[config.mk]
export PLATFORM = sky130hd
export DESIGN_NAME = issue_scheduler_flat
export DESIGN_NICKNAME = d
export VERILOG_FILES = /design/src/rtl/issue_scheduler_if.sv /design/src/rtl/issue_scheduler.sv /design/src/flat_wrapper.sv
export SDC_FILE = /design/constraint.sdc
export NUM_CORES = 1
export LEC_CHECK = 0
export CORE_MARGIN = 5
export CORE_UTILIZATION = 30
export CTS_CLUSTER_DIAMETER = 50
export DETAILED_ROUTE_END_ITERATION = 6
export SLEW_MARGIN = 5
export SYNTH_ARGS = -nofsm -noshare
export SYNTH_HDL_FRONTEND = slang
export SYNTH_SLANG_ARGS = --single-unit
[constraint.sdc]
create_clock -name clk -period 12.6 [get_ports clk]
set_input_delay 2.52 -clock clk [delete_from_list [all_inputs] [get_ports clk]]
set_output_delay 2.52 -clock clk [all_outputs]
set_load 0.005 [all_outputs]
[src/rtl/issue_scheduler_if.sv]
// Decoder, execution-unit and writeback signals of the issue scheduler.
// The master side is the surrounding pipeline and the slave side is the scheduler.
interface issue_scheduler_if;
  logic        dec_valid;
  logic        dec_ready;
  logic [1:0]  dec_unit;
  logic        dec_fence;
  logic [4:0]  dec_rd;
  logic        dec_rd_fp;
  logic        dec_rd_we;
  logic [14:0] dec_rs;
  logic [2:0]  dec_rs_en;
  logic [2:0]  dec_rs_fp;
  logic        alu_busy;
  logic        mem_busy;
  logic        fpu_busy;
  logic [2:0]  wb_valid;
  logic [14:0] wb_rd;
  logic [2:0]  wb_fp;
  logic        alu_issue;
  logic        mem_issue;
  logic        fpu_issue;
  logic [4:0]  iss_rd;
  logic        iss_rd_fp;
  logic        bad_inst;
  logic [3:0]  inflight;
  logic        draining;

  modport master (
    output dec_valid, dec_unit, dec_fence, dec_rd, dec_rd_fp, dec_rd_we,
    output dec_rs, dec_rs_en, dec_rs_fp, alu_busy, mem_busy, fpu_busy,
    output wb_valid, wb_rd, wb_fp,
    input  dec_ready, alu_issue, mem_issue, fpu_issue, iss_rd, iss_rd_fp,
    input  bad_inst, inflight, draining
  );

  modport slave (
    input  dec_valid, dec_unit, dec_fence, dec_rd, dec_rd_fp, dec_rd_we,
    input  dec_rs, dec_rs_en, dec_rs_fp, alu_busy, mem_busy, fpu_busy,
    input  wb_valid, wb_rd, wb_fp,
    output dec_ready, alu_issue, mem_issue, fpu_issue, iss_rd, iss_rd_fp,
    output bad_inst, inflight, draining
  );
endinterface

[src/rtl/issue_scheduler.sv]
// Single-issue dispatch controller: hazard checks against a 64-entry register
// scoreboard, registered one-cycle issue pulses and fence draining.
module issue_scheduler #(
  parameter int unsigned MAX_INFLIGHT = 4
) (
  input logic              clk,
  input logic              n_rst,
  issue_scheduler_if.slave bus
);
  localparam logic [0:0] RUN   = 1'b0;
  localparam logic [0:0] DRAIN = 1'b1;

  logic [0:0]  state_q, state_d;
  logic [63:0] sb_q, sb_d, sb_byp, clr_mask, set_mask;
  logic [3:0]  inflight_q, inflight_d, inflight_byp, clr_cnt;
  logic        raw, waw, strct, unit_busy, any_busy, rd_x0, legal;
  logic        ready, hs, issue_hs, set_en;
  logic [5:0]  rd_idx;
  logic        alu_q, mem_q, fpu_q, bad_q, iss_rd_fp_q;
  logic [4:0]  iss_rd_q;

  // Writeback clears are applied before hazard checks so a dependent can go the same cycle.
  always_comb begin
    clr_mask = '0;
    for (int u = 0; u < 3; u++) begin
      if (bus.wb_valid[u]) clr_mask[{bus.wb_fp[u], bus.wb_rd[u*5 +: 5]}] = 1'b1;
    end
    sb_byp  = sb_q & ~clr_mask;
    clr_cnt = '0;
    for (int b = 0; b < 64; b++) clr_cnt = clr_cnt + 4'(sb_q[b] & clr_mask[b]);
    inflight_byp = inflight_q - clr_cnt;
  end

  always_comb begin
    raw = 1'b0;
    for (int i = 0; i < 3; i++) begin
      raw = raw | (bus.dec_rs_en[i] & sb_byp[{bus.dec_rs_fp[i], bus.dec_rs[i*5 +: 5]}]);
    end
    rd_idx = {bus.dec_rd_fp, bus.dec_rd};
    rd_x0  = !bus.dec_rd_fp && (bus.dec_rd == 5'd0);
    waw    = bus.dec_rd_we & sb_byp[rd_idx];
    unique case (bus.dec_unit)
      2'b00:   unit_busy = bus.alu_busy;
      2'b01:   unit_busy = bus.mem_busy;
      2'b10:   unit_busy = bus.fpu_busy;
      default: unit_busy = 1'b0;
    endcase
    any_busy = bus.alu_busy | bus.mem_busy | bus.fpu_busy;
    strct    = unit_busy | (bus.dec_rd_we & (inflight_byp == 4'(MAX_INFLIGHT)));
    legal    = bus.dec_unit != 2'b11;
  end

  always_comb begin
    state_d = state_q;
    ready   = 1'b0;
    if (state_q == RUN) begin
      if (bus.dec_valid) begin
        if (bus.dec_fence) begin
          if (inflight_q != 4'd0 || any_busy) state_d = DRAIN;
          else                                ready   = 1'b1;
        end else if (!legal) begin
          ready = 1'b1;
        end else begin
          ready = !raw && !waw && !strct;
        end
      end
    end else if (inflight_q == 4'd0 && !any_busy) begin
      // The held fence retires on the cycle the machine is found idle.
      state_d = RUN;
      ready   = bus.dec_valid;
    end
    if (!n_rst) ready = 1'b0;
  end

  always_comb begin
    hs         = bus.dec_valid & ready;
    issue_hs   = hs & !bus.dec_fence & legal;
    set_en     = issue_hs & bus.dec_rd_we & !rd_x0;
    set_mask   = 64'(set_en) << rd_idx;
    sb_d       = sb_byp | set_mask;
    inflight_d = inflight_byp + 4'(set_en);
  end

  always_ff @(posedge clk) begin
    if (!n_rst) begin
      state_q     <= RUN;
      sb_q        <= '0;
      inflight_q  <= '0;
      alu_q       <= 1'b0;
      mem_q       <= 1'b0;
      fpu_q       <= 1'b0;
      bad_q       <= 1'b0;
      iss_rd_q    <= '0;
      iss_rd_fp_q <= 1'b0;
    end else begin
      state_q    <= state_d;
      sb_q       <= sb_d;
      inflight_q <= inflight_d;
      alu_q      <= issue_hs & (bus.dec_unit == 2'b00);
      mem_q      <= issue_hs & (bus.dec_unit == 2'b01);
      fpu_q      <= issue_hs & (bus.dec_unit == 2'b10);
      bad_q      <= hs & !bus.dec_fence & !legal;
      if (issue_hs) begin
        iss_rd_q    <= bus.dec_rd;
        iss_rd_fp_q <= bus.dec_rd_fp;
      end
    end
  end

  assign bus.dec_ready = ready;
  assign bus.alu_issue = alu_q;
  assign bus.mem_issue = mem_q;
  assign bus.fpu_issue = fpu_q;
  assign bus.bad_inst  = bad_q;
  assign bus.iss_rd    = iss_rd_q;
  assign bus.iss_rd_fp = iss_rd_fp_q;
  assign bus.inflight  = inflight_q;
  assign bus.draining  = state_q == DRAIN;
endmodule

[src/flat_wrapper.sv]
// flat-port wrapper written by rule: the top's interface ports become plain ports
module issue_scheduler_flat 
#(
  parameter int unsigned MAX_INFLIGHT = 4
)
  (clk, n_rst, bus_dec_valid, bus_dec_unit, bus_dec_fence, bus_dec_rd, bus_dec_rd_fp, bus_dec_rd_we, bus_dec_rs, bus_dec_rs_en, bus_dec_rs_fp, bus_alu_busy, bus_mem_busy, bus_fpu_busy, bus_wb_valid, bus_wb_rd, bus_wb_fp, bus_dec_ready, bus_alu_issue, bus_mem_issue, bus_fpu_issue, bus_iss_rd, bus_iss_rd_fp, bus_bad_inst, bus_inflight, bus_draining);
  issue_scheduler_if bus_i ();
  input logic clk;
  input logic n_rst;
  input wire logic [$bits(bus_i.dec_valid)-1:0] bus_dec_valid;
  input wire logic [$bits(bus_i.dec_unit)-1:0] bus_dec_unit;
  input wire logic [$bits(bus_i.dec_fence)-1:0] bus_dec_fence;
  input wire logic [$bits(bus_i.dec_rd)-1:0] bus_dec_rd;
  input wire logic [$bits(bus_i.dec_rd_fp)-1:0] bus_dec_rd_fp;
  input wire logic [$bits(bus_i.dec_rd_we)-1:0] bus_dec_rd_we;
  input wire logic [$bits(bus_i.dec_rs)-1:0] bus_dec_rs;
  input wire logic [$bits(bus_i.dec_rs_en)-1:0] bus_dec_rs_en;
  input wire logic [$bits(bus_i.dec_rs_fp)-1:0] bus_dec_rs_fp;
  input wire logic [$bits(bus_i.alu_busy)-1:0] bus_alu_busy;
  input wire logic [$bits(bus_i.mem_busy)-1:0] bus_mem_busy;
  input wire logic [$bits(bus_i.fpu_busy)-1:0] bus_fpu_busy;
  input wire logic [$bits(bus_i.wb_valid)-1:0] bus_wb_valid;
  input wire logic [$bits(bus_i.wb_rd)-1:0] bus_wb_rd;
  input wire logic [$bits(bus_i.wb_fp)-1:0] bus_wb_fp;
  output wire logic [$bits(bus_i.dec_ready)-1:0] bus_dec_ready;
  output wire logic [$bits(bus_i.alu_issue)-1:0] bus_alu_issue;
  output wire logic [$bits(bus_i.mem_issue)-1:0] bus_mem_issue;
  output wire logic [$bits(bus_i.fpu_issue)-1:0] bus_fpu_issue;
  output wire logic [$bits(bus_i.iss_rd)-1:0] bus_iss_rd;
  output wire logic [$bits(bus_i.iss_rd_fp)-1:0] bus_iss_rd_fp;
  output wire logic [$bits(bus_i.bad_inst)-1:0] bus_bad_inst;
  output wire logic [$bits(bus_i.inflight)-1:0] bus_inflight;
  output wire logic [$bits(bus_i.draining)-1:0] bus_draining;
  assign bus_i.dec_valid = bus_dec_valid;
  assign bus_i.dec_unit = bus_dec_unit;
  assign bus_i.dec_fence = bus_dec_fence;
  assign bus_i.dec_rd = bus_dec_rd;
  assign bus_i.dec_rd_fp = bus_dec_rd_fp;
  assign bus_i.dec_rd_we = bus_dec_rd_we;
  assign bus_i.dec_rs = bus_dec_rs;
  assign bus_i.dec_rs_en = bus_dec_rs_en;
  assign bus_i.dec_rs_fp = bus_dec_rs_fp;
  assign bus_i.alu_busy = bus_alu_busy;
  assign bus_i.mem_busy = bus_mem_busy;
  assign bus_i.fpu_busy = bus_fpu_busy;
  assign bus_i.wb_valid = bus_wb_valid;
  assign bus_i.wb_rd = bus_wb_rd;
  assign bus_i.wb_fp = bus_wb_fp;
  assign bus_dec_ready = bus_i.dec_ready;
  assign bus_alu_issue = bus_i.alu_issue;
  assign bus_mem_issue = bus_i.mem_issue;
  assign bus_fpu_issue = bus_i.fpu_issue;
  assign bus_iss_rd = bus_i.iss_rd;
  assign bus_iss_rd_fp = bus_i.iss_rd_fp;
  assign bus_bad_inst = bus_i.bad_inst;
  assign bus_inflight = bus_i.inflight;
  assign bus_draining = bus_i.draining;
  issue_scheduler #(.MAX_INFLIGHT(MAX_INFLIGHT)) u_core (.clk(clk), .n_rst(n_rst), .bus(bus_i));
endmodule
==> metrics.md <==
| Metric | Value |
|---|---|
| Clock Tree Buf Depth | 2 |
| Final Hold Viols | 0 |
| Initial core utilization | 30.5% |
| Total power per unit cell area | 249 nW/um^2 |
| Fin crit period | 12.60 ns |
| Post-synth EDFFs | 0 |
| Most common cell after layout, fill and taps aside | buf_4 |
| First drt pass iteration count | 7 |
| Clock Latency Late Sink | 0.36 ns |
| Max-cap violations | 0 |
| Wirelength per Cell | 27.3 microns |
| CORE AREA | 32,600 sq um |
| Final setup skew | 0.00979 ns |
| # setup viols final | 1 |
| Fillers | 3,306 |
| Synth warnings | 0 |
| Required time of the critical path | 10.08 ns |
| Layout cells sized above 1 | 28.3% |
| # DRC | 0 |
| Post-Place Cell Area | 12,600 sq um |
| Ys async rst share | 0% |
| Worst Path Arrival | 10.08 ns |
| Post-DRT Antenna Nets | 0 |
| Area occupied by multi-input gates | 8040 sq um |
| WS Path Type | in -> out |
| CTS HTree Levels | 3 |
| Leakage Power | 5.23 nW |
| CTS tree | yes |
| Vias post-DR | 12,700 |
| Outcome | finished, violations left |
| # port buffers | 73 |
| Pin count of the biggest net entering global routing | 84 |
| Total gr overflow | 0 |
| Post-Place Cells | 1,932 |
| Most frequent cells in the layout | buf_4, nor2_1, nand2_1, dfxtp_1, inv_1 |
| CP peak stage delay | 0.52 ns |
| Worst Slack Setup Final | -0.00309 ns |
| Hold WC Path Type | reg -> reg |
| Routed length on met1 | 21.0 mm |
| RSZ-0062 raised after global routing | true |
| Met3 WL post-DR | 5.81 mm |
| Buf+Inv Stages, Crit Path | 14 |
| Slew Limit Fails | 0 |
| Die ar. | 36,900 sq um |
| Sequential fraction of the synthesis area | 15.9% |
| Slew margin rel. | 12.2% |
| Initial DRC count | 1,967 |
| CTS sink count | 79 |
| All-layer global routing usage | 28.6% |
| Critical Path Source Type | primary input |
| DR vias/cell | 6.35 |
| Crit path top cell by count | fa_1 |
| Post-CTS Hold Buffers | 0 |
| Max Clk Rate | 79.3 MHz |
| Crit-path max FO | 6 |
| Reg clk slew, reported paths | 0.07 ns |
| Nets | 1,702 |
| DPL Wire Length | 43.2 mm |
| Final wirelength | 54.4 mm |
| Pre-CTS WS | -1.49 ns |
| Crit path max-delay family | adder cells |
| Failing checks | setup timing |
| Synth unique cells | 83 |
| VDD IR max | 0.000661 V |
| Mapped Cells | 1,273 |
| Finished layout cell area | 13,700 sq um |
| Detail Route met2 WL | 24.0 mm |
| Initial antenna violation count | 0 |
| Overall Power | 3.42 mW |
| Die Span Y | 192 microns |
| Slew @ Worst Pin | 1.31 ns |
| Register area | 1580 sq um |
| P&R area growth vs syn | 38.2% |
| CP endpoint kind | primary output |
| Highest metal used | met4 |
| Primary FF master, synth | dfxtp_1 |
| Syn Area/Cell | 7.81 sq um |
| Die width | 192 microns |
| Yosys reg bits | 79 |
| First-pass GRT wire length | 78.6 mm |
| Netlist Area Pre-Place | 9940 sq um |
| Rows | 66 |
| Fin cells | 1,993 |
| Root buffer cell | clkbuf_16 |
| Final Wtd Congestion | 1.10 |
| Io pins | 74 |
| Vias in the first global route | 12,200 |
| CTS buffer count | 9 |
| Syn Nets | 1,430 |
| Slowest CP cell | fa_1 |
| Fin crit share | 100% |
==> final timing paths <==
| path | depth (start not counted) | from | to | slack [ns] |
|---|---|---|---|---|
| min | 2 | u_core.bus.iss_rd_fp | u_core.bus.iss_rd_fp | 0.46 |
| max | 37 | bus_wb_valid[0] | bus_dec_ready | -0.003 |
| max reg2reg | 34 | u_core.sb_q[27] | u_core.bus.inflight[3] | 4.09 |
| min reg2reg | 2 | u_core.bus.iss_rd_fp | u_core.bus.iss_rd_fp | 0.46 |
==> per-layer routing <==
layer / vias up / track usage (%)
li1: 5364 / -
met1: 6111 / 36.7
met2: 956 / 45.0
met3: 227 / 6.27
met4: 0 / 15.1
met5: - / 0
==> kinds of logic after synthesis <==
| logic type | Yosys count | share of synthesized area, % |
|---|---|---|
| buffers and inverters | 169 | 7.35 |
| AOI/OAI and AO/OA | 377 | 28.5 |
| muxes | 12 | 1.84 |
| and+or+nand+nor | 516 | 27.9 |
| adders and majority gates | 99 | 16.5 |
| DFF | 79 | 15.9 |
| xor gates and xnor gates | 21 | 1.99 |
==> final cells by class <==
cell class / instances / share of cell area (%)
inverters: 77 / 2.10
well taps: 442 / 4.02
diodes: 1 / 0.0182
repair buffers: 353 / 21.5
flip-flops and latches: 79 / 11.5
multi-input cells: 1025 / 58.5
clock inverters: 6 / 0.674
clock buffers: 10 / 1.67
==> cells in the mapped netlist, types with 13 or more instances <==
master	number	area, sq um
xnor2_1	17	149
o22ai_1	58	363
buf_2	22	110
nor2_1	130	488
nand4_1	23	144
nand3b_1	13	97.6
a22oi_1	39	293
a221oi_1	13	114
fa_1	54	1080
clkbuf_1	52	195
o41ai_1	31	272
nor2b_1	24	150
nand3_1	43	215
ha_1	45	563
o21a_1	41	308
inv_1	73	274
nand4b_1	13	114
nand4bb_1	13	146
dfxtp_1	79	1580
nor3_1	46	230
nor4_1	17	106
o21ai_0	58	290
a32o_1	32	320
nand2_1	98	368
nor3b_1	27	203
==> sequential cells by signal, summed over array words and instances, names as in the netlist <==
register / count
u_core.bus.iss_rd: 5
u_core.bus.bad_inst: 1
u_core.bus.fpu_issue: 1
u_core.bus.mem_issue: 1
u_core.bus.iss_rd_fp: 1
u_core.bus.draining: 1
u_core.bus.inflight: 4
u_core.sb_q: 64
u_core.bus.alu_issue: 1
==> worst min-delay path: stages (launching register included) <==
cell and delay, ns:
dfxtp_1 0.31, nand2_1 0.05, o21ai_0 0.06
==> where the power goes <==
part	total, mW	switching, mW	leakage (nW)	internal (mW)
Combinational	2.83	1.42	4.45	1.41
Sequential	0.287	0.0192	0.637	0.268
Clock	0.298	0.123	0.149	0.175
==> through the flow <==
step           hold WS, ns  setup TNS (ns)  utilization [%]
2_1_floorplan        0.452               0                -
3_3_place_gp         0.454           -1.42             38.6
3_5_place_dp         0.456           -1.51             38.6
4_1_cts              0.473               0             42.0
5_1_grt              0.497          -0.292             42.1
6_report             0.463        -0.00309             42.1
==> repair_timing <==
| action | 4_1_cts | 5_1_grt |
|---|---|---|
| buffers inserted | 40 | 3 |
| gates resized for setup | 220 | 2 |
| pin swaps | 76 | 9 |
| gates cloned | 1 | 0 |
| hold endpoints to repair | 0 | 0 |
| setup endpoints to repair | 1 | 1 |
No activity file was read; power rests on OpenSTA's default activity.
==> edit: new RTL, config.mk and constraints unchanged <==
Take the reset off `sb_q` and load it in a clocked block of its own.
--- a/src/rtl/issue_scheduler.sv
+++ b/src/rtl/issue_scheduler.sv
@@ -84,7 +84,6 @@
   always_ff @(posedge clk) begin
     if (!n_rst) begin
       state_q     <= RUN;
-      sb_q        <= '0;
       inflight_q  <= '0;
       alu_q       <= 1'b0;
       mem_q       <= 1'b0;
@@ -94,7 +93,6 @@
       iss_rd_fp_q <= 1'b0;
     end else begin
       state_q    <= state_d;
-      sb_q       <= sb_d;
       inflight_q <= inflight_d;
       alu_q      <= issue_hs & (bus.dec_unit == 2'b00);
       mem_q      <= issue_hs & (bus.dec_unit == 2'b01);
@@ -105,6 +103,10 @@
         iss_rd_fp_q <= bus.dec_rd_fp;
       end
     end
+  end
+
+  always_ff @(posedge clk) begin
+    sb_q <= sb_d;
   end
 
   assign bus.dec_ready = ready;
Formal check against the unedited RTL: not equivalent (a bounded check fails within 4 cycles, from zero or initial values and one cycle with n_rst low; the reset may be asserted at any time).
==> edit against the original RTL <==
- the run ends with design-rule violations, negative setup slack left
- total power grew 4.2%
- clock power grew 1%
- design area grew 2.6%
- worst setup slack lost 0.12 ns
- synthesized area shrank 0.10%
- via count shrank 4.2%
- core utilization grew 1.1 points
- routed wire length shrank 4.6%
- cell count grew 0.65%
- sequential cell count is the same
- critical path type unchanged
- critical endpoint unchanged
- largest cell class unchanged
- highest routed layer unchanged
==> edit: results (changes against the original RTL) <==
cells_and_area:
  n_fill_cell: 3264  # -1.3%
  sh_seq_area: 0.112  # -0.00296
  buf_share: 0.223  # +0.00822
  seq_cells: 79  # unchanged
  inv_count: 106  # +38%
  diodes: 0  # -1
  drive_gt1_frac: 0.319  # +0.0358
  n_all_buffers: 379  # +7.4%
  multi_input_area_share: 0.574  # -0.0114
  multi_input_cells: 984  # -4.0%
status:
  status: "finished, violations left"
  violations: "design-rule violations, negative setup slack"
route:
  drc: 2  # +2
  vias: 12100  # -4.2%
  via_per_inst: 6.05  # -4.8%
setup_path:
  worst_r2r_startpoint: "u_core.sb_q[4]"
  cpPeakStageDelay_ns: 0.54  # +0.02 ns
  arrival_ns: 10.21  # +0.13 ns
global_routing:
  grt_use_total: 0.277  # -0.00960
  grt_use_met3: 0.0567  # -0.00600
  grt_pass1_wl_um: 76000  # -3.3%
  use_met1: 0.368  # +0.00145
  grt_use_met2: 0.432  # -0.0178
synth:
  synth_area_per_cell_um2: 7.87  # +0.69%
  syn_nets: 1420  # -0.70%
  yosys-top-cells-area: "dfxtp_1 (16%), fa_1 (11%), ha_1 (5.7%), o31ai_1 (5.7%), nor2_1 (4.5%)"
  synth_common_cells: "nor2_1 (118), inv_1 (104), dfxtp_1 (79)"
  seq_area_frac_synth: 0.159  # +0.000160
  synth.distinct_cells: 90  # +8.4%
place:
  gp_congestion: 1.06  # -3.9%
  dp.cells: 1938  # +0.31%
  place_area_um2: 12700  # +0.99%
timing:
  worst_pin_slew_ns: 1.24  # -0.0702 ns
  skew_ns: 0.00914  # -0.000646 ns
  setup_viol: 1  # unchanged
  worst_slack_ns: -0.127  # -0.124 ns
  setup_tns_ns: -0.127  # -0.124 ns
hold_path:
  worstHoldEndpoint: "u_core.bus.iss_rd[2]"
pwr:
  ir_drop_mv: 0.684  # +3.5%
## edit: kinds of logic after synthesis
family                     synth area share
AOI/OAI and AO/OA                     0.279
xor gates and xnor gates             0.0199
adders and majority gates             0.165
buffers and inverters                0.0858
DFF                                   0.159
muxes                                0.0324
and+or+nand+nor                       0.258
## edit: power by group through the flow
stage / registers, mW / clock network [mW] / logic, mW
3_5_place_dp: 0.308 / 0 / 2.40
4_1_cts: 0.303 / 0.302 / 2.61
2_1_floorplan: 0.300 / 0 / 1.52
3_3_place_gp: 0.307 / 0 / 2.34
5_1_grt: 0.305 / 0.314 / 3.31
6_report: 0.302 / 0.302 / 2.96
## edit: critical path, delay by kind of cell
kind            cells  cell delay, ns
fa+ha+maj          10            3.97
buf+inv            13            1.36
xor+xnor            2            0.41
compound gates      7            1.31
simple gates        3            0.60
## edit: repair_timing
action	4_1_cts	5_1_grt
pin swaps	89	33
buffers inserted	45	6
setup endpoints to repair	1	1
gates cloned	2	0
gates resized for setup	254	37
